<file path="src/rtl/mult_div_unit.sv">
`default_nettype none
// ============================================================================
//  Module      : mult_div_unit
//  Description : Iterative HI/LO multiply/divide unit for the MIPS datapath.
//                Shift-add multiply and restoring divide, one iteration per
//                enabled clock, with sign correction applied at the end.
//  Revision    : 1.0 - initial release
// ============================================================================
module mult_div_unit #(
  parameter int WIDTH = 32
) (
  input  logic             clk,
  input  logic             reset,
  input  logic             clk_enable,
  input  logic             start,
  input  logic [2:0]       op,
  input  logic [WIDTH-1:0] op_a,
  input  logic [WIDTH-1:0] op_b,
  output logic             busy,
  output logic             done,
  output logic [WIDTH-1:0] hi,
  output logic [WIDTH-1:0] lo
);

  localparam int CW = $clog2(WIDTH + 1);

  localparam logic [2:0] OP_MULT  = 3'd0;
  localparam logic [2:0] OP_MULTU = 3'd1;
  localparam logic [2:0] OP_DIV   = 3'd2;
  localparam logic [2:0] OP_DIVU  = 3'd3;
  localparam logic [2:0] OP_MTHI  = 3'd4;
  localparam logic [2:0] OP_MTLO  = 3'd5;

  typedef enum logic [1:0] {
    S_IDLE   = 2'd0,
    S_RUN    = 2'd1,
    S_FINISH = 2'd2
  } state_t;

  state_t state;
  state_t state_next;

  logic [CW-1:0]    count;
  logic             is_div;
  logic             neg_q;      // sign of product / quotient
  logic             neg_r;      // sign of remainder (follows dividend)
  logic             div_zero;
  logic [WIDTH-1:0] b_mag;      // multiplicand or divisor magnitude
  logic [WIDTH-1:0] p_hi;       // product high half / partial remainder
  logic [WIDTH-1:0] p_lo;       // multiplier shifting out / quotient shifting in
  logic [WIDTH-1:0] hi_q;
  logic [WIDTH-1:0] lo_q;
  logic             done_q;

  logic             is_start_md;
  logic             a_sgn;
  logic             b_sgn;
  logic [WIDTH-1:0] a_mag_in;
  logic [WIDTH-1:0] b_mag_in;
  logic [WIDTH:0]   mul_sum;
  logic [WIDTH:0]   div_trial;
  logic [2*WIDTH-1:0] prod_fix;
  logic [WIDTH-1:0] quo_fix;
  logic [WIDTH-1:0] rem_fix;

  assign busy = (state != S_IDLE);
  assign done = done_q;
  assign hi   = hi_q;
  assign lo   = lo_q;

  // Operand conditioning and per-iteration arithmetic
  always_comb begin
    is_start_md = (op == OP_MULT) || (op == OP_MULTU) || (op == OP_DIV) || (op == OP_DIVU);
    a_sgn       = ((op == OP_MULT) || (op == OP_DIV)) && op_a[WIDTH-1];
    b_sgn       = ((op == OP_MULT) || (op == OP_DIV)) && op_b[WIDTH-1];
    a_mag_in    = a_sgn ? (-op_a) : op_a;
    b_mag_in    = b_sgn ? (-op_b) : op_b;
    mul_sum     = {1'b0, p_hi} + {1'b0, (p_lo[0] ? b_mag : {WIDTH{1'b0}})};
    div_trial   = {p_hi, p_lo[WIDTH-1]} - {1'b0, b_mag};
    prod_fix    = neg_q ? (-{p_hi, p_lo}) : {p_hi, p_lo};
    quo_fix     = neg_q ? (-p_lo) : p_lo;
    rem_fix     = neg_r ? (-p_hi) : p_hi;
  end

  // State register, advances only on enabled edges
  always_ff @(posedge clk or posedge reset) begin
    if (reset) begin
      state <= S_IDLE;
    end else if (clk_enable) begin
      state <= state_next;
    end
  end

  // Next-state logic; FINISH never accepts a new start
  always_comb begin
    state_next = state;
    case (state)
      S_IDLE:   if (start && is_start_md) state_next = S_RUN;
      S_RUN:    if (count == CW'(WIDTH - 1)) state_next = S_FINISH;
      S_FINISH: state_next = S_IDLE;
      default:  state_next = S_IDLE;
    endcase
  end

  // Working registers, iteration datapath and architectural HI/LO
  always_ff @(posedge clk or posedge reset) begin
    if (reset) begin
      count    <= '0;
      is_div   <= 1'b0;
      neg_q    <= 1'b0;
      neg_r    <= 1'b0;
      div_zero <= 1'b0;
      b_mag    <= '0;
      p_hi     <= '0;
      p_lo     <= '0;
      hi_q     <= '0;
      lo_q     <= '0;
      done_q   <= 1'b0;
    end else if (clk_enable) begin
      done_q <= (state == S_FINISH);
      case (state)
        S_IDLE: begin
          if (start) begin
            if (is_start_md) begin
              b_mag    <= b_mag_in;
              p_hi     <= '0;
              p_lo     <= a_mag_in;
              is_div   <= op[1];
              neg_q    <= a_sgn ^ b_sgn;
              neg_r    <= a_sgn;
              div_zero <= (op_b == '0);
              count    <= '0;
            end else if (op == OP_MTHI) begin
              hi_q <= op_a;
            end else if (op == OP_MTLO) begin
              lo_q <= op_a;
            end
          end
        end
        S_RUN: begin
          count <= count + CW'(1);
          if (is_div) begin
            // Restoring step: keep the subtraction only if it did not go negative
            if (!div_trial[WIDTH]) begin
              p_hi <= div_trial[WIDTH-1:0];
              p_lo <= {p_lo[WIDTH-2:0], 1'b1};
            end else begin
              p_hi <= {p_hi[WIDTH-2:0], p_lo[WIDTH-1]};
              p_lo <= {p_lo[WIDTH-2:0], 1'b0};
            end
          end else begin
            p_hi <= mul_sum[WIDTH:1];
            p_lo <= {mul_sum[0], p_lo[WIDTH-1:1]};
          end
        end
        S_FINISH: begin
          if (is_div) begin
            if (!div_zero) begin
              lo_q <= quo_fix;
              hi_q <= rem_fix;
            end
          end else begin
            {hi_q, lo_q} <= prod_fix;
          end
        end
        default: ;
      endcase
    end
  end

endmodule
`default_nettype wire

</file>
<file path="config.mk">
export PLATFORM = sky130hd
export DESIGN_NAME = mult_div_unit
export DESIGN_NICKNAME = d
export VERILOG_FILES = /design/src/rtl/mult_div_unit.sv
export SDC_FILE = /design/constraint.sdc
export NUM_CORES = 1
export LEC_CHECK = 0
export CAP_MARGIN = 40
export CORE_MARGIN = 2
export CORE_UTILIZATION = 50
export CTS_BUF_LIST = sky130_fd_sc_hd__clkbuf_8
export CTS_CLUSTER_DIAMETER = 60
export DETAILED_ROUTE_END_ITERATION = 16
export GPL_ROUTABILITY_DRIVEN = 0
export PLACE_DENSITY = 0.78
export SLEW_MARGIN = 10
export SYNTH_ARGS = -nofsm -noshare
export SYNTH_HDL_FRONTEND = slang
export SYNTH_SLANG_ARGS = --single-unit
export TNS_END_PERCENT = 100
</file>
<file path="constraint.sdc">
create_clock -name clk -period 7.31 [get_ports clk]
set_input_delay 1.0965 -clock clk [delete_from_list [all_inputs] [get_ports clk]]
set_output_delay 1.0965 -clock clk [all_outputs]
set_load 0.01 [all_outputs]
</file>
# Word-level counts from Yosys, hierarchy flattened
# Index checks and enable logic that the tools add are counted.
# word_totals
elab_cells,91
ff_bits,173
output_inout_bits,66
# classes
n_mux,35
eq_ne,17
n_addsub,8
n_reduce_logical,18
n_bitwise,1
# ops
operator,count
32-bit 2-to-1 mux,23
32-bit case mux with 2 select lines,4
32-bit negation,4
64-bit 2-to-1 mux,1
64-bit negation,1
32-bit by 32-bit adder with 33-bit output,1
33-bit by 32-bit subtractor with 33-bit output,1
32-bit logical NOT,1
2-bit inequality test (second input constant),8
6-bit 2-to-1 mux,2
6-bit case mux with 2 select lines,1
4-bit AND reduction,2
7-bit AND reduction,1
6-bit by 1-bit adder with 6-bit output (second input constant),1
3-bit by 2-bit == test with 1-bit output (second input constant),2
3-bit == test (second input constant),2
6-bit by 5-bit == test with 1-bit output (second input constant),1
6-bit AND reduction,1
2-bit nonzero test,3
1-bit logical OR,4
2-bit 2-to-1 mux,2
2-bit case mux with 2 select lines,1
3-bit by 1-bit == test with 1-bit output (second input constant),1
1-bit logical AND,3
8 further kinds,8

# Logic depth before layout (Yosys ltp)
# Gate-level depths: netlist of run 1.
# logic_depth
word_depth,7
ltp_mapped,14

# Worst setup path before layout of run 1
# OpenSTA, ideal clock, no wires.
# synth_timing
path_kind,input port to flip-flop
start,input op_b[8]
end,register b_mag[30]
arrival_ps,3242
setup_time_ps,131
cell_stages,9
slack_ps,3937
path_buffers,0
cell_sequence,or4_4 nor4_4 nor4b_4 and2_2 nand2_1 or4_4 o31ai_2 xor2_1 o21ai_1
# synth_via
elab_chain_cells,2
# synth_rtl
item,line,rtl
start: declaration,18,"input logic [WIDTH-1:0] op_b,"
32-bit negation,77,b_mag_in = b_sgn ? (-op_b) : op_b;
32-bit 2-to-1 mux,77,
end signal: assignment,125,b_mag <= b_mag_in;
end: declaration,48,logic [WIDTH-1:0] b_mag;
# Every way passes these cells.
# A chain may end at the register's enable or synchronous reset.

# Worst setup path in the final report of run 1
# layout_timing
start,register p_lo[31]
end,register p_lo[0]
# layout_via
elab_chain_cells,4
# layout_rtl
item,line,rtl
start: declaration,50,logic [WIDTH-1:0] p_lo;
start signal: assignment,127,p_lo <= a_mag_in;
start signal: assignment,146,"p_lo <= {p_lo[WIDTH-2:0], 1'b1};"
start signal: assignment,149,"p_lo <= {p_lo[WIDTH-2:0], 1'b0};"
33-bit by 32-bit subtractor with 33-bit output,79,"div_trial = {p_hi, p_lo[WIDTH-1]} - {1'b0, b_mag};"
1-bit 2-to-1 mux,144,if (!div_trial[WIDTH]) begin
32-bit 2-to-1 mux,142,if (is_div) begin
32-bit case mux with 2 select lines,121,case (state)
# Every way passes these cells.

==> results.sh, run 1 <==
export IMPL_worstSkewPairLatency_ns=0.49
export IMPL_drc=0
export IMPL_syn_area_mm2=0.0141
export IMPL_holdPathStages=2
export IMPL_htreeDepth=4
export IMPL_ir_worst_vdd_mv=0.149
export IMPL_netlist_top_cells_area="dfrtp_1 31%, o21ai_0 8.0%, nand2_1 6.8%"
export IMPL_drt_initial_drc_count=1641
export IMPL_start_kind="register"
export IMPL_die_area_mm2=0.0297
export IMPL_grt_pass1_vias=12797
export IMPL_clock_skew_ns=0.0228
export IMPL_fin_crit_ns=4.27
export IMPL_synth_common_cells="256 x nand2_1, 226 x o21ai_0, 173 x dfrtp_1"
export IMPL_max_stage_delay_ns=0.65
export IMPL_grt_pass1_wl_mm=67.2
export IMPL_clk_pin_slew_ns=0.12
export IMPL_async_flop_share=1.00
export IMPL_setup_tns_ns=0
export IMPL_p_leak_nw=6.87
export IMPL_slew_violations=0
export IMPL_worst_hold_slack_ns=0.486
export IMPL_cp_arrival_ns=4.62
export IMPL_cts_tree="yes"
export IMPL_hold_buffers=0
export IMPL_r2r_setup_slack_ns=3.04
export IMPL_synth_area_per_cell_um2=7.91
export IMPL_wl_per_cell_um=18.6
export IMPL_worst_slack_ns=3.04
export IMPL_die_h_um=172
export IMPL_p_per_area_mw_per_mm2=331
export IMPL_utilization=0.584
export IMPL_die_w_um=172
export IMPL_end_kind="register"
export IMPL_cp_required_ns=7.65
export IMPL_core_mm2=0.0278
export IMPL_cpMaxStageDelayCell="nand4b_1"
export IMPL_post_cts_buffers=0
export IMPL_via_count=13857
export IMPL_status="complete, no violations"
export IMPL_nets=2011
export IMPL_synth_flop_cell="dfrtp_1"
export IMPL_setup_violations_final=0
export IMPL_tightest_slew_ns=0.935
export IMPL_drtAntennaViolNets=0
export IMPL_r2r_end="p_lo[0]"
export IMPL_path_class="register to register"
export IMPL_synth_most_common_cell="nand2_1"
export IMPL_ys_ff_latch=173
export IMPL_timing_fmax_mhz=234
export IMPL_worstPathMaxFanout=29
export IMPL_wl_mm=42.1
export IMPL_drive_above_1_share=0.0441
export IMPL_start_util=0.509
export IMPL_total_power_mw=5.38
export IMPL_synth_top_area_share=0.306
export IMPL_maxCapViolCount=0
export IMPL_cts_buffer_depth=2
export IMPL_period_share=0.584
export IMPL_num_antenna_cells=0
export IMPL_postSynthCellCount=1789
export IMPL_rr_startpoint="p_lo[31]"
export IMPL_ys_warn_count=0
export IMPL_port_buffers=136
export IMPL_cts_buffers=17
export IMPL_grt_usage=0.287
export IMPL_post_cts_resized=0
export IMPL_root_buffer="clkbuf_8"
export IMPL_yosys_area_top_type="dfrtp_1"
export IMPL_first_pass_iters=7
export IMPL_overflow=0
export IMPL_antenna_found_initial=0
export IMPL_syn_to_final_growth_pct=14.7
export IMPL_yosysSeqAreaShare=0.306
export IMPL_synth_edf_count=0
export IMPL_syn_nets=1931
export IMPL_viasPerCell=6.13
export IMPL_yosysUniqueCellTypes=75
export IMPL_rsz0062_at_grt="no"
export IMPL_rows=61
export IMPL_worstPathCellList="inv_1 -> ha_1 -> fa_1 -> nor2b_1 -> o211a_1 -> o211ai_1 -> a31oi_1 -> nor4b_1 -> nand4b_1 -> buf_4 -> mux2_2 -> a221oi_1 -> a21oi_1"
export IMPL_min_to="lo[17]"
export IMPL_cts_sinks=173
export IMPL_grt_max_degree=67
export IMPL_reg2reg_depth=13
export IMPL_pin_count=137
export IMPL_slew_headroom=0.374
export IMPL_hold_path_class="register to register"
export IMPL_dp_hpwl_mm=31.5
export IMPL_hp_start="lo[17]"
export IMPL_final_hold_violation_count=0
export IMPL_place_ws_ns=3.18
[metrics by stage]
step / std cells / area, um2
finish: 2260 / 16200
global route: 2260 / 16200
CTS: 2260 / 16200
detailed placement: 2228 / 15800
global placement: 2225 / 15800
floorplan: 1789 / 14100
[worst max-delay path by stage]
stage	startpoint	end	slack (ns)	depth (start not counted)
2_1_floorplan	reset	b_mag[0]	1.53	1
6_report	p_lo[31]	p_lo[0]	3.04	13
3_3_place_gp	p_lo[31]	p_lo[0]	3.26	13
3_5_place_dp	p_lo[31]	p_lo[0]	3.18	13
4_1_cts	p_lo[31]	p_lo[0]	3.13	13
5_1_grt	p_lo[31]	p_lo[0]	2.75	13
[cell families after synthesis]
group | share of synthesized area
simple gates | 0.196
xor+xnor | 0.103
flops | 0.306
fa+ha+maj | 0.0639
buf+inv | 0.0426
compound gates | 0.245
mux | 0.0438
[registers in the layout, summed over array words and instances (netlist names), 2 cells and up]
signal / count
b_mag: 32
hi: 32
lo: 32
p_hi: 32
p_lo: 32
count: 6
state: 2
[routing by layer]
metal  track usage  share of wire
met1         0.403           0.44
met2         0.450           0.44
met3        0.0352          0.087
met4         0.119          0.037
met5             0              0
[worst max-delay path: cells and delay by family, from the launching register on]
family / cells / cell delay (ns)
buf+inv: 2 / 0.64
compound gates: 5 / 1.10
simple gates: 3 / 0.98
mux: 1 / 0.32
flops: 1 / 0.40
fa+ha+maj: 2 / 0.68
[area by class of cell]
type                       count  area, um2
clock buffer                  17        234
clock inverter                15        169
timing repair buffer         154       1510
inverter                      64        245
tap                          378        473
sequential                   173       4330
fill                        2511      11600
multi-input combinational   1459       9260
[where the power goes]
group | internal [mW] | switching (mW)
Sequential | 1.18 | 0.404
Clock | 0.289 | 0.431
Combinational | 1.30 | 1.77
[cell usage in the layout, fill, tap and decap left out, types with 9 or more instances in the layout]
cell / instances
a211oi_1: 11
a21boi_0: 13
a21o_1: 23
a21oi_1: 120
a22oi_1: 14
a31oi_1: 10
and2_1: 14
and3_1: 12
buf_4: 16
clkbuf_8: 17
clkdlybuf4s50_1: 136
dfrtp_1: 172
ha_1: 69
inv_1: 62
mux2i_1: 54
nand2_1: 256
nand2b_1: 20
nand3_1: 22
nand4_1: 10
nor2_1: 145
nor2b_1: 15
nor3_1: 31
o211ai_1: 9
o21a_1: 15
o21ai_0: 226
o221ai_1: 15
o31ai_1: 45
or3_1: 22
xnor2_1: 100
xor2_1: 66
(Power assumes the default switching activity.)
==> run 2: changes to the inputs <==
Clock period 7.31 ns to 4.27 ns, I/O delays scaled along.
==> results.sh, run 2 (synthesis results as in run 1) <==
export IMPL_cts_sinks=173
export IMPL_utilization=0.591
export IMPL_start_kind="register"
export IMPL_cts_tree="yes"
export IMPL_dp_hpwl_mm=32.4
export IMPL_die_area_mm2=0.0297
export IMPL_core_mm2=0.0278
export IMPL_grt_pass1_wl_mm=68.4
export IMPL_worst_slack_ns=0.519
export IMPL_start_util=0.509
export IMPL_port_buffers=136
export IMPL_period_share=0.878
export IMPL_hold_path_class="input pin to async pin"
export IMPL_ir_worst_vdd_mv=0.325
export IMPL_p_leak_nw=6.98
export IMPL_place_ws_ns=0.631
export IMPL_cp_required_ns=4.64
export IMPL_rows=61
export IMPL_grt_usage=0.292
export IMPL_post_cts_resized=0
export IMPL_p_per_area_mw_per_mm2=558
export IMPL_die_w_um=172
export IMPL_slew_headroom=0.375
export IMPL_root_buffer="clkbuf_8"
export IMPL_clock_skew_ns=0.0272
export IMPL_syn_to_final_growth_pct=16.1
export IMPL_pin_count=137
export IMPL_drive_above_1_share=0.0547
export IMPL_final_hold_violation_count=0
export IMPL_cts_buffers=17
export IMPL_drtAntennaViolNets=0
export IMPL_viasPerCell=6.15
export IMPL_layout_filler_cells=2506
export IMPL_drt_initial_drc_count=1460
export IMPL_end_kind="register"
export IMPL_cp_arrival_ns=4.12
export IMPL_rr_startpoint="p_hi[3]"
export IMPL_post_cts_buffers=0
export IMPL_wl_mm=42.5
export IMPL_crit_start="p_hi[3]"
export IMPL_setup_tns_ns=0
export IMPL_cts_buffer_depth=2
export IMPL_drc=0
export IMPL_rsz0062_at_grt="no"
export IMPL_wl_per_cell_um=18.7
export IMPL_nets=2032
export IMPL_hold_buffers=0
export IMPL_timing_fmax_mhz=267
export IMPL_num_antenna_cells=0
export IMPL_first_pass_iters=8
export IMPL_path_class="register to register"
export IMPL_fin_crit_ns=3.75
export IMPL_worstSkewPairLatency_ns=0.50
export IMPL_slew_violations=0
export IMPL_tightest_slew_ns=0.934
export IMPL_antenna_found_initial=0
export IMPL_via_count=14025
export IMPL_overflow=0
export IMPL_grt_pass1_vias=12998
export IMPL_htreeDepth=4
export IMPL_setup_violations_final=0
export IMPL_final_common_cell="nand2_1"
export IMPL_die_h_um=172
export IMPL_maxCapViolCount=0
export IMPL_final_cell_mix="256 x nand2_1, 226 x o21ai_0, 172 x dfrtp_1, 145 x nor2_1, 136 x clkdlybuf4s50_1"
export IMPL_grt_max_degree=73
export IMPL_clk_pin_slew_ns=0.10
export IMPL_worstPathMaxFanout=14
export IMPL_status="complete, no violations"
==> run 2: changes by cell type in the layout (fill, tap and decap cells not counted) <==
cell        delta
buf_4         +17
clkinv_4       -1
buf_2          -1
clkinv_8       +1
buf_12         +5
inv_6          -2
bufinv_16      -1
clkinvlp_4     +3
==> run 2: cell type report <==
cell class	instances	area, um2	area share
clock buffer	17	234	0.0142
clock inverter	15	153	0.00929
inverter	64	244	0.0149
multi-input combinational	1459	9260	0.563
sequential	173	4330	0.264
tap	378	473	0.0288
timing repair buffer	175	1740	0.106
==> run 2: path summary, 6_finish.rpt <==
path                            end  slack (ns)  depth (start not counted)
setup / recovery            p_hi[9]        0.52                         11
hold / removal                 done        0.42                          2
setup reg to reg            p_hi[9]        0.52                         11
hold reg to reg              hi[19]        0.49                          2
max in group asynchronous  p_hi[30]        2.94                          4
min in group clk             hi[19]        0.49                          2
==> run 2: per-stage QoR <==
stage | total power, mW | area [um2] | std cells | hold WS, ns
after CTS | 9.05 | 16400 | 2281 | 0.401
after global placement | 7.73 | 16000 | 2246 | 0.460
final | 9.17 | 16400 | 2281 | 0.420
after detailed placement | 7.86 | 16000 | 2249 | 0.466
after global routing | 9.84 | 16400 | 2281 | 0.422
after floorplan | 6.41 | 14100 | 1789 | 0.444
==> run 2: routing by layer <==
metal,global-route usage,share of wire,routed length (um)
met1,0.406,0.43,18400
met4,0.128,0.040,1720
met3,0.0398,0.088,3760
met5,0,0,0
met2,0.456,0.44,18600
==> run 2: where the power goes <==
part / internal (mW) / total [mW] / switching, mW
registers: 2.02 / 2.65 / 0.629
logic: 2.29 / 5.36 / 3.06
clock network: 0.437 / 1.17 / 0.729
==> run 2: critical path, cell delays in order (launching register included) <==
cell,delay (ns)
dfrtp_1,0.57
ha_1,0.35
and2_1,0.22
a221o_1,0.34
o211ai_1,0.35
a31oi_1,0.22
nor4b_1,0.32
nand4b_1,0.38
buf_4,0.33
nor3b_1,0.09
a41o_1,0.22
a221o_1,0.25
==> run 3: changes to the inputs <==
==> constraint.sdc (replaced) <==
create_clock -name clk -period 4.27 [get_ports clk]
set_input_delay 0.6405 -clock clk [delete_from_list [all_inputs] [get_ports clk]]
set_output_delay 0.6405 -clock clk [all_outputs]
set_load 0.1 [all_outputs]
==> results.sh, run 3 (synthesis results as in run 1) <==
export IMPL_die_area_mm2=0.0297
export IMPL_worst_path_stages=12
export IMPL_max_stage_delay_ns=0.46
export IMPL_r2r_setup_slack_ns=0.50
export IMPL_reg2reg_depth=12
export IMPL_netSwitchingPower_mw=4.91
export IMPL_cpMaxStageDelayCell="dfrtp_1"
export IMPL_drive_above_1_share=0.0863
export IMPL_cts_buffers=17
export IMPL_clock_skew_ns=0.0264
export IMPL_pin_count=137
export IMPL_switching_share=0.497
export IMPL_final_hold_violation_count=0
export IMPL_syn_to_final_growth_pct=23.7
export IMPL_path_class="register to register"
export IMPL_status="complete, no violations"
export IMPL_first_pass_iters=6
export IMPL_power_frac_comb=0.607
export IMPL_period_share=0.882
export IMPL_place_ws_ns=0.643
export IMPL_critPathBufInv=2
export IMPL_final_cell_mix="256 x nand2_1, 226 x o21ai_0, 172 x dfrtp_1, 145 x nor2_1, 136 x clkdlybuf4s50_1"
export IMPL_clk_pin_slew_ns=0.11
export IMPL_cp_arrival_ns=4.12
export IMPL_port_buffers=136
export IMPL_die_w_um=172
export IMPL_r2r_end="p_hi[29]"
export IMPL_p_leak_nw=7.49
export IMPL_maxCapViolCount=0
export IMPL_worstPathMaxFanout=15
export IMPL_die_h_um=172
export IMPL_cts_sinks=173
export IMPL_start_util=0.509
export IMPL_wl_mm=45.2
export IMPL_p_int_mw=4.97
export IMPL_worstSkewPairLatency_ns=0.49
export IMPL_end_kind="register"
export IMPL_root_buffer="clkbuf_8"
export IMPL_wl_per_cell_um=19.2
export IMPL_setup_tns_ns=0
export IMPL_worst_slack_ns=0.503
export IMPL_worstPathCellList="inv_1 -> buf_4 -> nor2_1 -> ha_1 -> a21oi_1 -> o21ai_0 -> or3_1 -> o21ai_1 -> o21ai_0 -> a21oi_1 -> xnor2_1 -> a221o_1"
export IMPL_slew_violations=0
export IMPL_tightest_slew_ns=0.917
export IMPL_cts_buffer_depth=2
export IMPL_final_common_cell="nand2_1"
export IMPL_setup_violations_final=0
export IMPL_drt_initial_drc_count=1643
export IMPL_cp_endpoint="p_hi[29]"
export IMPL_rr_startpoint="p_lo[0]"
export IMPL_nets=2098
export IMPL_power_share_clock=0.125
export IMPL_grt_pass1_wl_mm=72.1
export IMPL_grt_usage=0.309
export IMPL_fin_crit_ns=3.77
export IMPL_rsz0062_at_grt="no"
export IMPL_ir_worst_vdd_mv=0.319
export IMPL_cp_required_ns=4.62
export IMPL_cts_tree="yes"
export IMPL_rows=61
export IMPL_seqPwrFrac=0.268
export IMPL_start_kind="register"
export IMPL_crit_start="p_lo[0]"
export IMPL_core_mm2=0.0278
export IMPL_htreeDepth=4
export IMPL_grt_max_degree=73
export IMPL_dp_hpwl_mm=34.5
export IMPL_drc=0
export IMPL_p_per_area_mw_per_mm2=564
export IMPL_viasPerCell=6.16
export IMPL_overflow=0
export IMPL_cp_top_family="compound AO/OA/AOI/OAI gates"
export IMPL_timing_fmax_mhz=265
export IMPL_via_count=14448
export IMPL_post_cts_resized=0
export IMPL_drtAntennaViolNets=0
export IMPL_post_cts_buffers=0
export IMPL_hold_buffers=0
export IMPL_slew_headroom=0.386
export IMPL_antenna_found_initial=0
export IMPL_hold_path_class="input pin to async pin"
export IMPL_grt_pass1_vias=13715
export IMPL_num_antenna_cells=0
==> run 3: area by class of cell <==
cell class	instances	area [um2]
fillers	2310	10300
multi-input cells	1459	9260
flip-flops and latches	173	4330
repair buffers	241	2780
well taps	378	473
inverters	64	244
clock buffers	17	234
clock inverters	15	176
==> run 3: metal layers <==
| layer | vias to the layer above | routed length, um | track usage | part of all wire |
|---|---|---|---|---|
| met5 | - | 0 | 0 | 0 |
| met3 | 145 | 4400 | 0.0607 | 0.097 |
| li1 | 6719 | - | - | - |
| met1 | 6768 | 18400 | 0.404 | 0.41 |
| met2 | 816 | 20300 | 0.494 | 0.45 |
| met4 | 0 | 2140 | 0.149 | 0.047 |
==> run 3: power by group through the flow <==
stage / Combinational (mW) / Clock (mW) / Sequential [mW]
finish: 5.99 / 1.23 / 2.65
global route: 6.51 / 1.30 / 2.70
CTS: 5.87 / 1.25 / 2.62
detailed placement: 5.82 / 0 / 2.65
global placement: 5.49 / 0 / 2.64
floorplan: 3.96 / 0 / 2.83
==> run 3: worst min-delay path by stage <==
stage | endpoint | from | slack (ns)
6_report | done | reset | 0.41
2_1_floorplan | div_zero | div_zero | 0.44
3_3_place_gp | lo[19] | lo[19] | 0.46
3_5_place_dp | lo[15] | lo[15] | 0.47
5_1_grt | done | reset | 0.41
4_1_cts | done | reset | 0.39
==> run 3: metrics by stage <==
step	hold slack [ns]	power, mW	util	instance area (um2)	cells
after global placement	0.460	8.12	0.575	16000	2246
after CTS	0.392	9.73	0.630	17500	2347
final	0.412	9.87	0.630	17500	2347
after global routing	0.413	10.5	0.630	17500	2347
after floorplan	0.444	6.80	-	14100	1789
after detailed placement	0.469	8.47	0.615	17100	2315
==> run 3: worst reg2reg max path: stages, from the launching register on <==
cell and delay [ns]:
dfrtp_1 0.46, inv_1 0.43, buf_4 0.28, nor2_1 0.07, ha_1 0.38, a21oi_1 0.28, o21ai_0 0.15, or3_1 0.32
o21ai_1 0.38, o21ai_0 0.29, a21oi_1 0.25, xnor2_1 0.09, a221o_1 0.29
